<file path="config.mk">
export PLATFORM = sky130hd
export DESIGN_NAME = data_mem_arbiter_flat
export DESIGN_NICKNAME = d
export VERILOG_FILES = /design/src/rtl/data_mem_arbiter_if.sv /design/src/rtl/data_mem_arbiter.sv /design/src/flat_wrapper.sv
export SDC_FILE = /design/constraint.sdc
export NUM_CORES = 1
export LEC_CHECK = 0
export ABC_AREA = 1
export BUFFER_PORTS_ARGS = -buffer_cell sky130_fd_sc_hd__buf_2
export CORE_ASPECT_RATIO = 1.1
export CORE_MARGIN = 1
export CORE_UTILIZATION = 45
export CTS_BUF_LIST = sky130_fd_sc_hd__clkbuf_8
export DETAILED_ROUTE_END_ITERATION = 10
export PLACE_DENSITY_LB_ADDON = 0.05
export SYNTH_ARGS = -nofsm -noshare
export SYNTH_HDL_FRONTEND = slang
export SYNTH_SLANG_ARGS = --single-unit
export TNS_END_PERCENT = 20
</file>
<file path="constraint.sdc">
create_clock -name clk -period 2.05 [get_ports clk]
set_input_delay 0.1025 -clock clk [delete_from_list [all_inputs] [get_ports clk]]
set_output_delay 0.1025 -clock clk [all_outputs]
set_load 0.01 [all_outputs]
</file>
<file path="src/rtl/data_mem_arbiter_if.sv">
// Bus bundle for the data memory arbiter: two requester ports with a
// valid/ready request handshake and done/rdata completion, plus the
// single-port memory drive and a debug view of the arbiter FSM state.
//
// Handshake: a request transfers on a rising edge where reqN_valid and
// reqN_ready are both high. The requester holds valid and all request fields
// stable until it sees ready; dropping valid before ready withdraws the
// request. ready is never high outside the arbiter's idle state, and reqN_done
// pulses for one cycle when the accepted request has finished.
interface data_mem_arbiter_if #(
    parameter int AW = 10,
    parameter int DW = 32
);
    localparam int BW = DW / 8;

    // Port 0: core load/store unit
    logic          req0_valid;
    logic          req0_ready;
    logic          req0_we;
    logic [AW-1:0] req0_addr;
    logic [DW-1:0] req0_wdata;
    logic [BW-1:0] req0_be;
    logic          req0_done;
    logic [DW-1:0] req0_rdata;

    // Port 1: debug/DMA loader
    logic          req1_valid;
    logic          req1_ready;
    logic          req1_we;
    logic [AW-1:0] req1_addr;
    logic [DW-1:0] req1_wdata;
    logic [BW-1:0] req1_be;
    logic          req1_done;
    logic [DW-1:0] req1_rdata;

    // Single-port memory, read data combinational from mem_A
    logic [AW-1:0] mem_A;
    logic          mem_WE;
    logic [DW-1:0] mem_WD;
    logic [DW-1:0] mem_RD;

    // Arbiter FSM state: 0 idle, 1 access, 2 write, 3 done
    logic [1:0]    dbg_state;

    // Environment side: requesters and the memory array
    modport master (
        output req0_valid, req0_we, req0_addr, req0_wdata, req0_be,
        input  req0_ready, req0_done, req0_rdata,
        output req1_valid, req1_we, req1_addr, req1_wdata, req1_be,
        input  req1_ready, req1_done, req1_rdata,
        input  mem_A, mem_WE, mem_WD,
        output mem_RD,
        input  dbg_state
    );

    // Arbiter side
    modport slave (
        input  req0_valid, req0_we, req0_addr, req0_wdata, req0_be,
        output req0_ready, req0_done, req0_rdata,
        input  req1_valid, req1_we, req1_addr, req1_wdata, req1_be,
        output req1_ready, req1_done, req1_rdata,
        output mem_A, mem_WE, mem_WD,
        input  mem_RD,
        output dbg_state
    );
endinterface

</file>
<file path="src/rtl/data_mem_arbiter.sv">
// Round-robin arbiter sharing one single-port data memory between the core
// load/store unit (port 0) and the debug/DMA loader (port 1). Byte-enabled
// stores that cover only part of a word become read-modify-write sequences,
// since the memory can only write whole words.
//
// Timing from the acceptance edge t: memory access in t+1, done in t+2;
// partial stores read in t+1, write in t+2 and complete in t+3.
module data_mem_arbiter #(
    parameter int AW = 10,
    parameter int DW = 32
) (
    input  logic            clk,
    input  logic            rst,
    data_mem_arbiter_if.slave bus
);
    localparam int BW = DW / 8;

    typedef enum logic [1:0] {
        IDLE   = 2'd0,
        ACCESS = 2'd1,
        WRITE  = 2'd2,
        DONE   = 2'd3
    } state_t;

    state_t        state;
    logic          last_grant;

    // Transaction latched on the accepting edge
    logic          lat_port;
    logic          lat_we;
    logic [AW-1:0] lat_addr;
    logic [DW-1:0] lat_wdata;
    logic [BW-1:0] lat_be;

    // Registered outputs
    logic [DW-1:0] rdata_q;
    logic          done0_q;
    logic          done1_q;
    logic [AW-1:0] mem_a_q;
    logic          mem_we_q;
    logic [DW-1:0] mem_wd_q;

    // Grant decision and the granted port's request fields
    logic          gnt_valid;
    logic          gnt_port;
    logic          sel_we;
    logic [AW-1:0] sel_addr;
    logic [DW-1:0] sel_wdata;
    logic [BW-1:0] sel_be;

    // Read-modify-write merge of store data into the word read back
    logic [DW-1:0] merged;
    logic          lat_be_full;
    logic          lat_be_none;

    // Pick a port in IDLE: a lone requester wins, a tie goes to the port
    // that did not win last time.
    always_comb begin
        gnt_valid = 1'b0;
        gnt_port  = 1'b0;
        if (state == IDLE) begin
            if (bus.req0_valid && bus.req1_valid) begin
                gnt_valid = 1'b1;
                gnt_port  = ~last_grant;
            end else if (bus.req0_valid) begin
                gnt_valid = 1'b1;
                gnt_port  = 1'b0;
            end else if (bus.req1_valid) begin
                gnt_valid = 1'b1;
                gnt_port  = 1'b1;
            end
        end
    end

    // Route the granted port's request fields toward the latch.
    always_comb begin
        sel_we    = bus.req0_we;
        sel_addr  = bus.req0_addr;
        sel_wdata = bus.req0_wdata;
        sel_be    = bus.req0_be;
        if (gnt_port) begin
            sel_we    = bus.req1_we;
            sel_addr  = bus.req1_addr;
            sel_wdata = bus.req1_wdata;
            sel_be    = bus.req1_be;
        end
    end

    // Per byte, take store data where enabled and the current word elsewhere.
    always_comb begin
        merged = '0;
        for (int i = 0; i < BW; i++) begin
            merged[8*i +: 8] = lat_be[i] ? lat_wdata[8*i +: 8] : bus.mem_RD[8*i +: 8];
        end
    end

    assign lat_be_full = &lat_be;
    assign lat_be_none = ~|lat_be;

    // Arbiter FSM: accept, access memory (optionally merge and write), complete.
    always_ff @(posedge clk) begin
        if (rst) begin
            state      <= IDLE;
            last_grant <= 1'b1;
            lat_port   <= 1'b0;
            lat_we     <= 1'b0;
            lat_addr   <= '0;
            lat_wdata  <= '0;
            lat_be     <= '0;
            rdata_q    <= '0;
            done0_q    <= 1'b0;
            done1_q    <= 1'b0;
            mem_a_q    <= '0;
            mem_we_q   <= 1'b0;
            mem_wd_q   <= '0;
        end else begin
            // Memory drive and done are zero unless the next state asks otherwise
            done0_q  <= 1'b0;
            done1_q  <= 1'b0;
            mem_a_q  <= '0;
            mem_we_q <= 1'b0;
            mem_wd_q <= '0;
            case (state)
                IDLE: begin
                    if (gnt_valid) begin
                        lat_port   <= gnt_port;
                        lat_we     <= sel_we;
                        lat_addr   <= sel_addr;
                        lat_wdata  <= sel_wdata;
                        lat_be     <= sel_be;
                        last_grant <= gnt_port;
                        state      <= ACCESS;
                        // ACCESS presents the address; a full-word store
                        // writes directly in that same cycle.
                        mem_a_q    <= sel_addr;
                        if (sel_we && (&sel_be)) begin
                            mem_we_q <= 1'b1;
                            mem_wd_q <= sel_wdata;
                        end
                    end
                end
                ACCESS: begin
                    if (!lat_we) begin
                        rdata_q <= bus.mem_RD;
                        done0_q <= ~lat_port;
                        done1_q <= lat_port;
                        state   <= DONE;
                    end else if (lat_be_full || lat_be_none) begin
                        done0_q <= ~lat_port;
                        done1_q <= lat_port;
                        state   <= DONE;
                    end else begin
                        // Partial store: the merged word is written in WRITE
                        mem_a_q  <= lat_addr;
                        mem_we_q <= 1'b1;
                        mem_wd_q <= merged;
                        state    <= WRITE;
                    end
                end
                WRITE: begin
                    done0_q <= ~lat_port;
                    done1_q <= lat_port;
                    state   <= DONE;
                end
                DONE: begin
                    state <= IDLE;
                end
                default: begin
                    state <= IDLE;
                end
            endcase
        end
    end

    assign bus.req0_ready = gnt_valid && !gnt_port;
    assign bus.req1_ready = gnt_valid && gnt_port;
    assign bus.req0_done  = done0_q;
    assign bus.req1_done  = done1_q;
    assign bus.req0_rdata = rdata_q;
    assign bus.req1_rdata = rdata_q;
    assign bus.mem_A      = mem_a_q;
    assign bus.mem_WE     = mem_we_q;
    assign bus.mem_WD     = mem_wd_q;
    assign bus.dbg_state  = state;

    // Completion is exclusive to one port.
    a_done_onehot: assert property (@(posedge clk) disable iff (rst)
        !(bus.req0_done && bus.req1_done));

    // Writes only happen in the access or write phases.
    a_we_phase: assert property (@(posedge clk) disable iff (rst)
        bus.mem_WE |-> (state == ACCESS || state == WRITE));

    // Grants are only offered in IDLE.
    a_ready_idle: assert property (@(posedge clk) disable iff (rst)
        (bus.req0_ready || bus.req1_ready) |-> (state == IDLE));
endmodule

</file>
<file path="src/flat_wrapper.sv">
// flat-port wrapper written by rule: the top's interface ports become plain ports
module data_mem_arbiter_flat 
#(
    parameter int AW = 10,
    parameter int DW = 32
)
  (clk, rst, bus_req0_valid, bus_req0_we, bus_req0_addr, bus_req0_wdata, bus_req0_be, bus_req0_ready, bus_req0_done, bus_req0_rdata, bus_req1_valid, bus_req1_we, bus_req1_addr, bus_req1_wdata, bus_req1_be, bus_req1_ready, bus_req1_done, bus_req1_rdata, bus_mem_A, bus_mem_WE, bus_mem_WD, bus_mem_RD, bus_dbg_state);
  data_mem_arbiter_if #(.AW(AW), .DW(DW)) bus_i ();
  input  logic clk;
  input  logic rst;
  input wire logic [$bits(bus_i.req0_valid)-1:0] bus_req0_valid;
  input wire logic [$bits(bus_i.req0_we)-1:0] bus_req0_we;
  input wire logic [$bits(bus_i.req0_addr)-1:0] bus_req0_addr;
  input wire logic [$bits(bus_i.req0_wdata)-1:0] bus_req0_wdata;
  input wire logic [$bits(bus_i.req0_be)-1:0] bus_req0_be;
  output wire logic [$bits(bus_i.req0_ready)-1:0] bus_req0_ready;
  output wire logic [$bits(bus_i.req0_done)-1:0] bus_req0_done;
  output wire logic [$bits(bus_i.req0_rdata)-1:0] bus_req0_rdata;
  input wire logic [$bits(bus_i.req1_valid)-1:0] bus_req1_valid;
  input wire logic [$bits(bus_i.req1_we)-1:0] bus_req1_we;
  input wire logic [$bits(bus_i.req1_addr)-1:0] bus_req1_addr;
  input wire logic [$bits(bus_i.req1_wdata)-1:0] bus_req1_wdata;
  input wire logic [$bits(bus_i.req1_be)-1:0] bus_req1_be;
  output wire logic [$bits(bus_i.req1_ready)-1:0] bus_req1_ready;
  output wire logic [$bits(bus_i.req1_done)-1:0] bus_req1_done;
  output wire logic [$bits(bus_i.req1_rdata)-1:0] bus_req1_rdata;
  output wire logic [$bits(bus_i.mem_A)-1:0] bus_mem_A;
  output wire logic [$bits(bus_i.mem_WE)-1:0] bus_mem_WE;
  output wire logic [$bits(bus_i.mem_WD)-1:0] bus_mem_WD;
  input wire logic [$bits(bus_i.mem_RD)-1:0] bus_mem_RD;
  output wire logic [$bits(bus_i.dbg_state)-1:0] bus_dbg_state;
  assign bus_i.req0_valid = bus_req0_valid;
  assign bus_i.req0_we = bus_req0_we;
  assign bus_i.req0_addr = bus_req0_addr;
  assign bus_i.req0_wdata = bus_req0_wdata;
  assign bus_i.req0_be = bus_req0_be;
  assign bus_req0_ready = bus_i.req0_ready;
  assign bus_req0_done = bus_i.req0_done;
  assign bus_req0_rdata = bus_i.req0_rdata;
  assign bus_i.req1_valid = bus_req1_valid;
  assign bus_i.req1_we = bus_req1_we;
  assign bus_i.req1_addr = bus_req1_addr;
  assign bus_i.req1_wdata = bus_req1_wdata;
  assign bus_i.req1_be = bus_req1_be;
  assign bus_req1_ready = bus_i.req1_ready;
  assign bus_req1_done = bus_i.req1_done;
  assign bus_req1_rdata = bus_i.req1_rdata;
  assign bus_mem_A = bus_i.mem_A;
  assign bus_mem_WE = bus_i.mem_WE;
  assign bus_mem_WD = bus_i.mem_WD;
  assign bus_i.mem_RD = bus_mem_RD;
  assign bus_dbg_state = bus_i.dbg_state;
  data_mem_arbiter #(.AW(AW), .DW(DW)) u_core (.clk(clk), .rst(rst), .bus(bus_i));
endmodule
</file>
Yosys cells after proc, flatten, opt, wreduce, memory -nomap -nowiden
Index checks and enable logic that the tools add are counted.
{"block": "word_totals", "regBits": 128, "inputBits": 130, "out_inout_bits": 113, "elab_cells": 72}
{"block": "op_classes", "eq_ne": 4, "mux": 39, "bitwise": 3, "n_reduce_logical": 13}
{"cell": "32-bit two-way mux", "count": 5}
{"cell": "32-bit case mux with 2 select lines", "count": 1}
{"cell": "10-bit two-way mux", "count": 4}
{"cell": "8-bit two-way mux", "count": 4}
{"cell": "10-bit case mux with 2 select lines", "count": 1}
{"cell": "1-bit two-way mux", "count": 17}
{"cell": "2-bit case mux with 4 select lines", "count": 1}
{"cell": "4-bit AND reduction", "count": 2}
{"cell": "1-bit case mux with 2 select lines", "count": 3}
{"cell": "2-bit == test, second input constant", "count": 2}
{"cell": "1-bit logical AND", "count": 4}
{"cell": "2-bit two-way mux", "count": 2}
{"cell": "4-bit two-way mux", "count": 1}
{"cell": "2-bit AND reduction", "count": 2}
{"cell": "4-bit OR reduction", "count": 1}
{"cell": "1-bit NOT", "count": 3}
{"cell": "2-bit by 1-bit == test with 1-bit output, second input constant", "count": 1}
{"cell": "1-bit logical NOT", "count": 2}
{"cell": "2-bit logical NOT", "count": 1}
{"cell": "2-bit by 1-bit != test with 1-bit output, second input constant", "count": 1}
{"cell": "1-bit logical OR", "count": 1}

Logic depth before layout (Yosys ltp)
{"block": "depth", "ltp_word": 10, "depth_mapped": 12, "depth_no_buf": 11}

Worst setup path after synthesis
OpenSTA, ideal clock, no wires.
{"block": "synth_timing", "path_kind": "register -> register", "from": "register u_core.state[0] (netlist: u_core.bus.dbg_state[0])", "to": "register u_core.mem_wd_q[15] (netlist: u_core.bus.mem_WD[15])", "setup_ns": 0.071, "t_arrival_ns": 1.667, "t_required_ns": 1.979, "setup_slack_ns": 0.313, "stages_incl_launch_ff": 13, "path_buffers": 1, "synth_period_minus_slack_ns": 1.737, "cell_sequence": "dfxtp_1 > inv_1 > ha_1 > nand2_1 > inv_2 > nand2_4 > clkinv_2 > nor2_1 > buf_2 > nand2_1 > nand2_1 > nand3_1 > a21oi_1"}
{"block": "synth_via", "elab_chain_cells": 8, "word_cells_on_any_way": 12, "classes_between": "eq/ne (1); mux (8); reduce/logical (3)"}
{"element": "start, declared", "line": "data_mem_arbiter.sv:25", "rtl": "state_t state;"}
{"element": "start signal, assigned", "line": "data_mem_arbiter.sv:103", "rtl": "state <= IDLE;"}
{"element": "start signal, assigned", "line": "data_mem_arbiter.sv:132", "rtl": "state <= ACCESS;"}
{"element": "start signal, assigned", "line": "data_mem_arbiter.sv:147", "rtl": "state <= DONE;"}
{"element": "2-bit logical NOT", "line": "data_mem_arbiter.sv:61, data_mem_arbiter.sv:123"}
{"element": "1-bit two-way mux", "line": "data_mem_arbiter.sv:61", "rtl": "if (state == IDLE) begin"}
{"element": "4-bit two-way mux", "line": "data_mem_arbiter.sv:81", "rtl": "if (gnt_port) begin"}
{"element": "4-bit AND reduction", "line": "data_mem_arbiter.sv:136", "rtl": "if (sel_we && (&sel_be)) begin"}
{"element": "1-bit logical AND", "line": "data_mem_arbiter.sv:136"}
{"element": "32-bit two-way mux", "line": "data_mem_arbiter.sv:136"}
{"element": "32-bit two-way mux", "line": "data_mem_arbiter.sv:125", "rtl": "if (gnt_valid) begin"}
{"element": "32-bit case mux with 2 select lines (*)", "line": "data_mem_arbiter.sv:123", "rtl": "case (state)"}
{"element": "end signal, assigned", "line": "data_mem_arbiter.sv:138", "rtl": "mem_wd_q <= sel_wdata;"}
{"element": "end signal, assigned", "line": "data_mem_arbiter.sv:156", "rtl": "mem_wd_q <= merged;"}
{"element": "end, declared", "line": "data_mem_arbiter.sv:41", "rtl": "logic [DW-1:0] mem_wd_q;"}
Mark *: on every way between the ends. The rest lies on a longest branch, timed or not.
A chain may end at the register's enable or synchronous reset.

Final worst setup path
{"block": "layout_timing", "from": "register u_core.state[0] (netlist: u_core.bus.dbg_state[0])", "to": "output bus_req0_ready"}
{"block": "layout_via", "elab_chain_cells": 4, "word_cells_on_any_way": 5, "classes_between": "mux (2); reduce/logical (3)"}
{"element": "2-bit logical NOT (*)", "line": "data_mem_arbiter.sv:61"}
{"element": "1-bit two-way mux", "line": "data_mem_arbiter.sv:61"}
{"element": "1-bit logical NOT", "line": "data_mem_arbiter.sv:175", "rtl": "assign bus.req0_ready = gnt_valid && !gnt_port;"}
{"element": "1-bit logical AND (*)", "line": "data_mem_arbiter.sv:175"}
{"element": "end, declared", "line": "flat_wrapper.sv:16", "rtl": "output wire logic [$bits(bus_i.req0_ready)-1:0] bus_req0_ready;"}
Marks and branches as above.

==> out/results.ini <==
[worst_setup_path]
cpLargestDelayFamily=buffers and inverters
end_kind=primary output
critPathMaxStageDelay_ps=330
required_ps=1950
worstSetupPathType=flop to primary output
critical_path.cell_chain=inv_1, ha_1, nand2_1, inv_2, nand2_8, inv_8, nor2_4, buf_8, buf_2
cp-start-kind=flop
arrival_ps=1810
timing.critical_path.fanout_max=19
cp_slowest_cell=dfxtp_1
cp_num_buf_inv=5

[global_routing]
grt_max_degree=76
met2_usage_pct=45.52
grt_remaining_overflow=0
grt_most_used_layer=met2
grt_pass1_vias=5700
use_met1_pct=34.43
use_met3_pct=5.013
grtUsageTotal_pct=27.31
antenna_found_initial=0
grt_pass1_wl_um=27520

[routing]
drc=0
vias=6081
postRouteAntennaNets=0
avgRoutedWirePerCell_um=13.74
drt_iter0_markers=363
dr.pass1.iters=5
drt_wl_total_um=17220
routed_via_density=4.853

[timing]
setup_viol=0
finalHoldViolCount=0
rsz0062_at_grt=false
final_max_slew_viol_count=0
max-slew-margin-rel_pct=44.66
fin_worst_skew_ps=10.93
tightest_slew_ps=830.0
fin_crit_ps=1912
fin_crit_sh_pct=93.28
post-route-worst-setup-slack_ps=137.8
timing.fmax_ghz=0.5229
setup_tns_ps=0

[pwr]
vdd_drop_max_uv=754.1
power_density_nw_per_um2=1286
leakage_uw=0.004022

[logic_synthesis]
synthCells=813
synth_mux_area_share_pct=0
synth-adder-area-share_pct=0.6553
synthArstFlopShare_pct=0
seq_area_frac_synth_pct=44.74
syn_avg_cell_area_um2=7.046
ys_warn_count=0
syn-num-nets=946
synth_area_um2=5728
synth-main-ff-cell=dfxtp_1
synth_top_family_by_area=simple AND/OR/NAND/NOR gates
synth_compound_area_share_pct=17.23
synth-edff-count=0
ys_ff_latch=128
synth-xor-area-share_pct=0
synthSimpleGateAreaFrac_pct=25.14
synth_cell_type_count=25

[floorplan]
row_count=42
die_x_um=109.6
die_h_um=120.3
coreArea_um2=12240
initial_utilization_pct=46.78
die_area_um2=13180
io_pins=243

[final_layout]
finalNetCount=1221
fin_util_pct=65.98
final_area_um2=8079
layout-drive-gt1-share_pct=27.75
layout.cells.non_filler=1253
diodes=0
syn_to_final_growth_pct=41.04
num-fill-cells=1152
regArea_um2=2562
multi_input_area_um2=2502

[clocking]
cts_made_buffers=17
htreeDepth=4
clkSinkCount=128
clk_latency_ps=440
cts_tree=done
clk_pin_slew_ps=70
clockBufferDepth=2
root_buffer=clkbuf_8

[run_status]
outcome=completed

[place]
dpl_cell_area_um2=6859
dpl.hpwl_um=10970
port_buffers=242
placed_cells=1147
gp_congestion=0.8098
dp_slack_ps=40.27

[flow_run]
cap_viol_max_count=0

[min_path]
holdCritPathClass=primary input to flop

==> layout make-up <==
cell class / count / share of cell area, %
clock buffer: 21 / 3.578
sequential: 128 / 31.72
tap: 154 / 2.385
clock inverter: 9 / 1.440
timing repair buffer: 340 / 27.30
multi-input combinational: 547 / 30.97
inverter: 54 / 2.602
==> cell usage after synthesis, drive strengths merged, types with 3 or more instances <==
cell / number / area share (%)
nand3: 38 / 3.3
nor2: 96 / 6.7
o211ai: 3 / 0.39
nand2: 221 / 15
buf: 55 / 6.8
inv: 52 / 3.4
o21a: 14 / 1.8
a21oi: 103 / 9.0
clkbuf: 29 / 1.9
ha: 3 / 0.66
dfxtp: 128 / 45
o21ai: 65 / 5.9
==> cells in the final DEF (no fill, tap or decap), drive strengths merged <==
cell,n
bufbuf,1
nor3,1
o21ai,65
dfxtp,128
inv,56
nand4,2
bufinv,3
nor2,96
dlygate4sd3,74
clkinv,4
nand3,38
a211oi,1
buf,265
ha,3
a21oi,103
o21a,14
nand2,221
clkbuf,21
o211ai,3
==> timing repair <==
| action | CTS | global route |
|---|---|---|
| endpoints found under the setup margin | 2 | 27 |
| pin swaps | 0 | 1 |
| hold endpoints to repair | 67 | 0 |
| gates cloned | 1 | 0 |
| resized for setup | 5 | 3 |
| hold buffers | 74 | 0 |
| setup buffers | 0 | 1 |
==> logic make-up (layout without fill, tap and decap cells) <==
group                      after synthesis  count (layout)
and+or+nand+nor                        358             358
AOI/OAI and AO/OA                      186             186
buffers and inverters                  138             424
DFF                                    128             128
adders and majority gates                3               3
==> per-stage QoR <==
| step | power [uW] | hold WS [ps] |
|---|---|---|
| global route | 11250 | 25.96 |
| finish | 10390 | 27.01 |
| floorplan | 6633 | 237.4 |
| detailed placement | 7904 | 348.2 |
| CTS | 10430 | 1.151 |
| global placement | 7875 | 343.6 |
==> metal layers <==
layer  routed length (um)  share of wire (%)
met5                    0                  0
met4                  326                1.9
met3                 1109                6.4
met2                 8152                 47
met1                 7630                 44
==> state kept, by name, summed over array words and instances, names as in the netlist, 2 cells and up <==
| name | flops |
|---|---|
| u_core.bus.mem_WD | 32 |
| u_core.lat_addr | 10 |
| u_core.bus.mem_A | 10 |
| u_core.bus.dbg_state | 2 |
| u_core.lat_wdata | 32 |
| u_core.lat_be | 4 |
| u_core.bus.req0_rdata | 32 |
==> power breakdown <==
group	total, uW	internal (uW)	switching (uW)
Combinational	4580	1760	2820
Sequential	3580	3200	381
Clock	2230	1300	931
==> worst reg2reg max path, cell delays in order (launching register included) <==
cell and delay (ps):
dfxtp_1 330, inv_1 70, ha_1 210, buf_4 160, o21ai_4 180, inv_1 450
o211ai_1 290, inv_1 50
==> final timing paths <==
path	startpoint	endpoint	slack [ps]	cells past startpoint
max reg2reg	u_core.bus.dbg_state[0]$_SDFFE_PP0P_	u_core.lat_be[0]$_SDFFE_PP0P_	190	7
min reg2reg	u_core.lat_port$_SDFFE_PP0P_	u_core.bus.req0_done$_SDFF_PP0_	430	1
max	u_core.bus.dbg_state[0]$_SDFFE_PP0P_	bus_req0_ready	140	9
min	bus_req0_wdata[16]	u_core.lat_wdata[16]$_SDFFE_PP0P_	30	5
No activity file was read; power rests on OpenSTA's default activity.
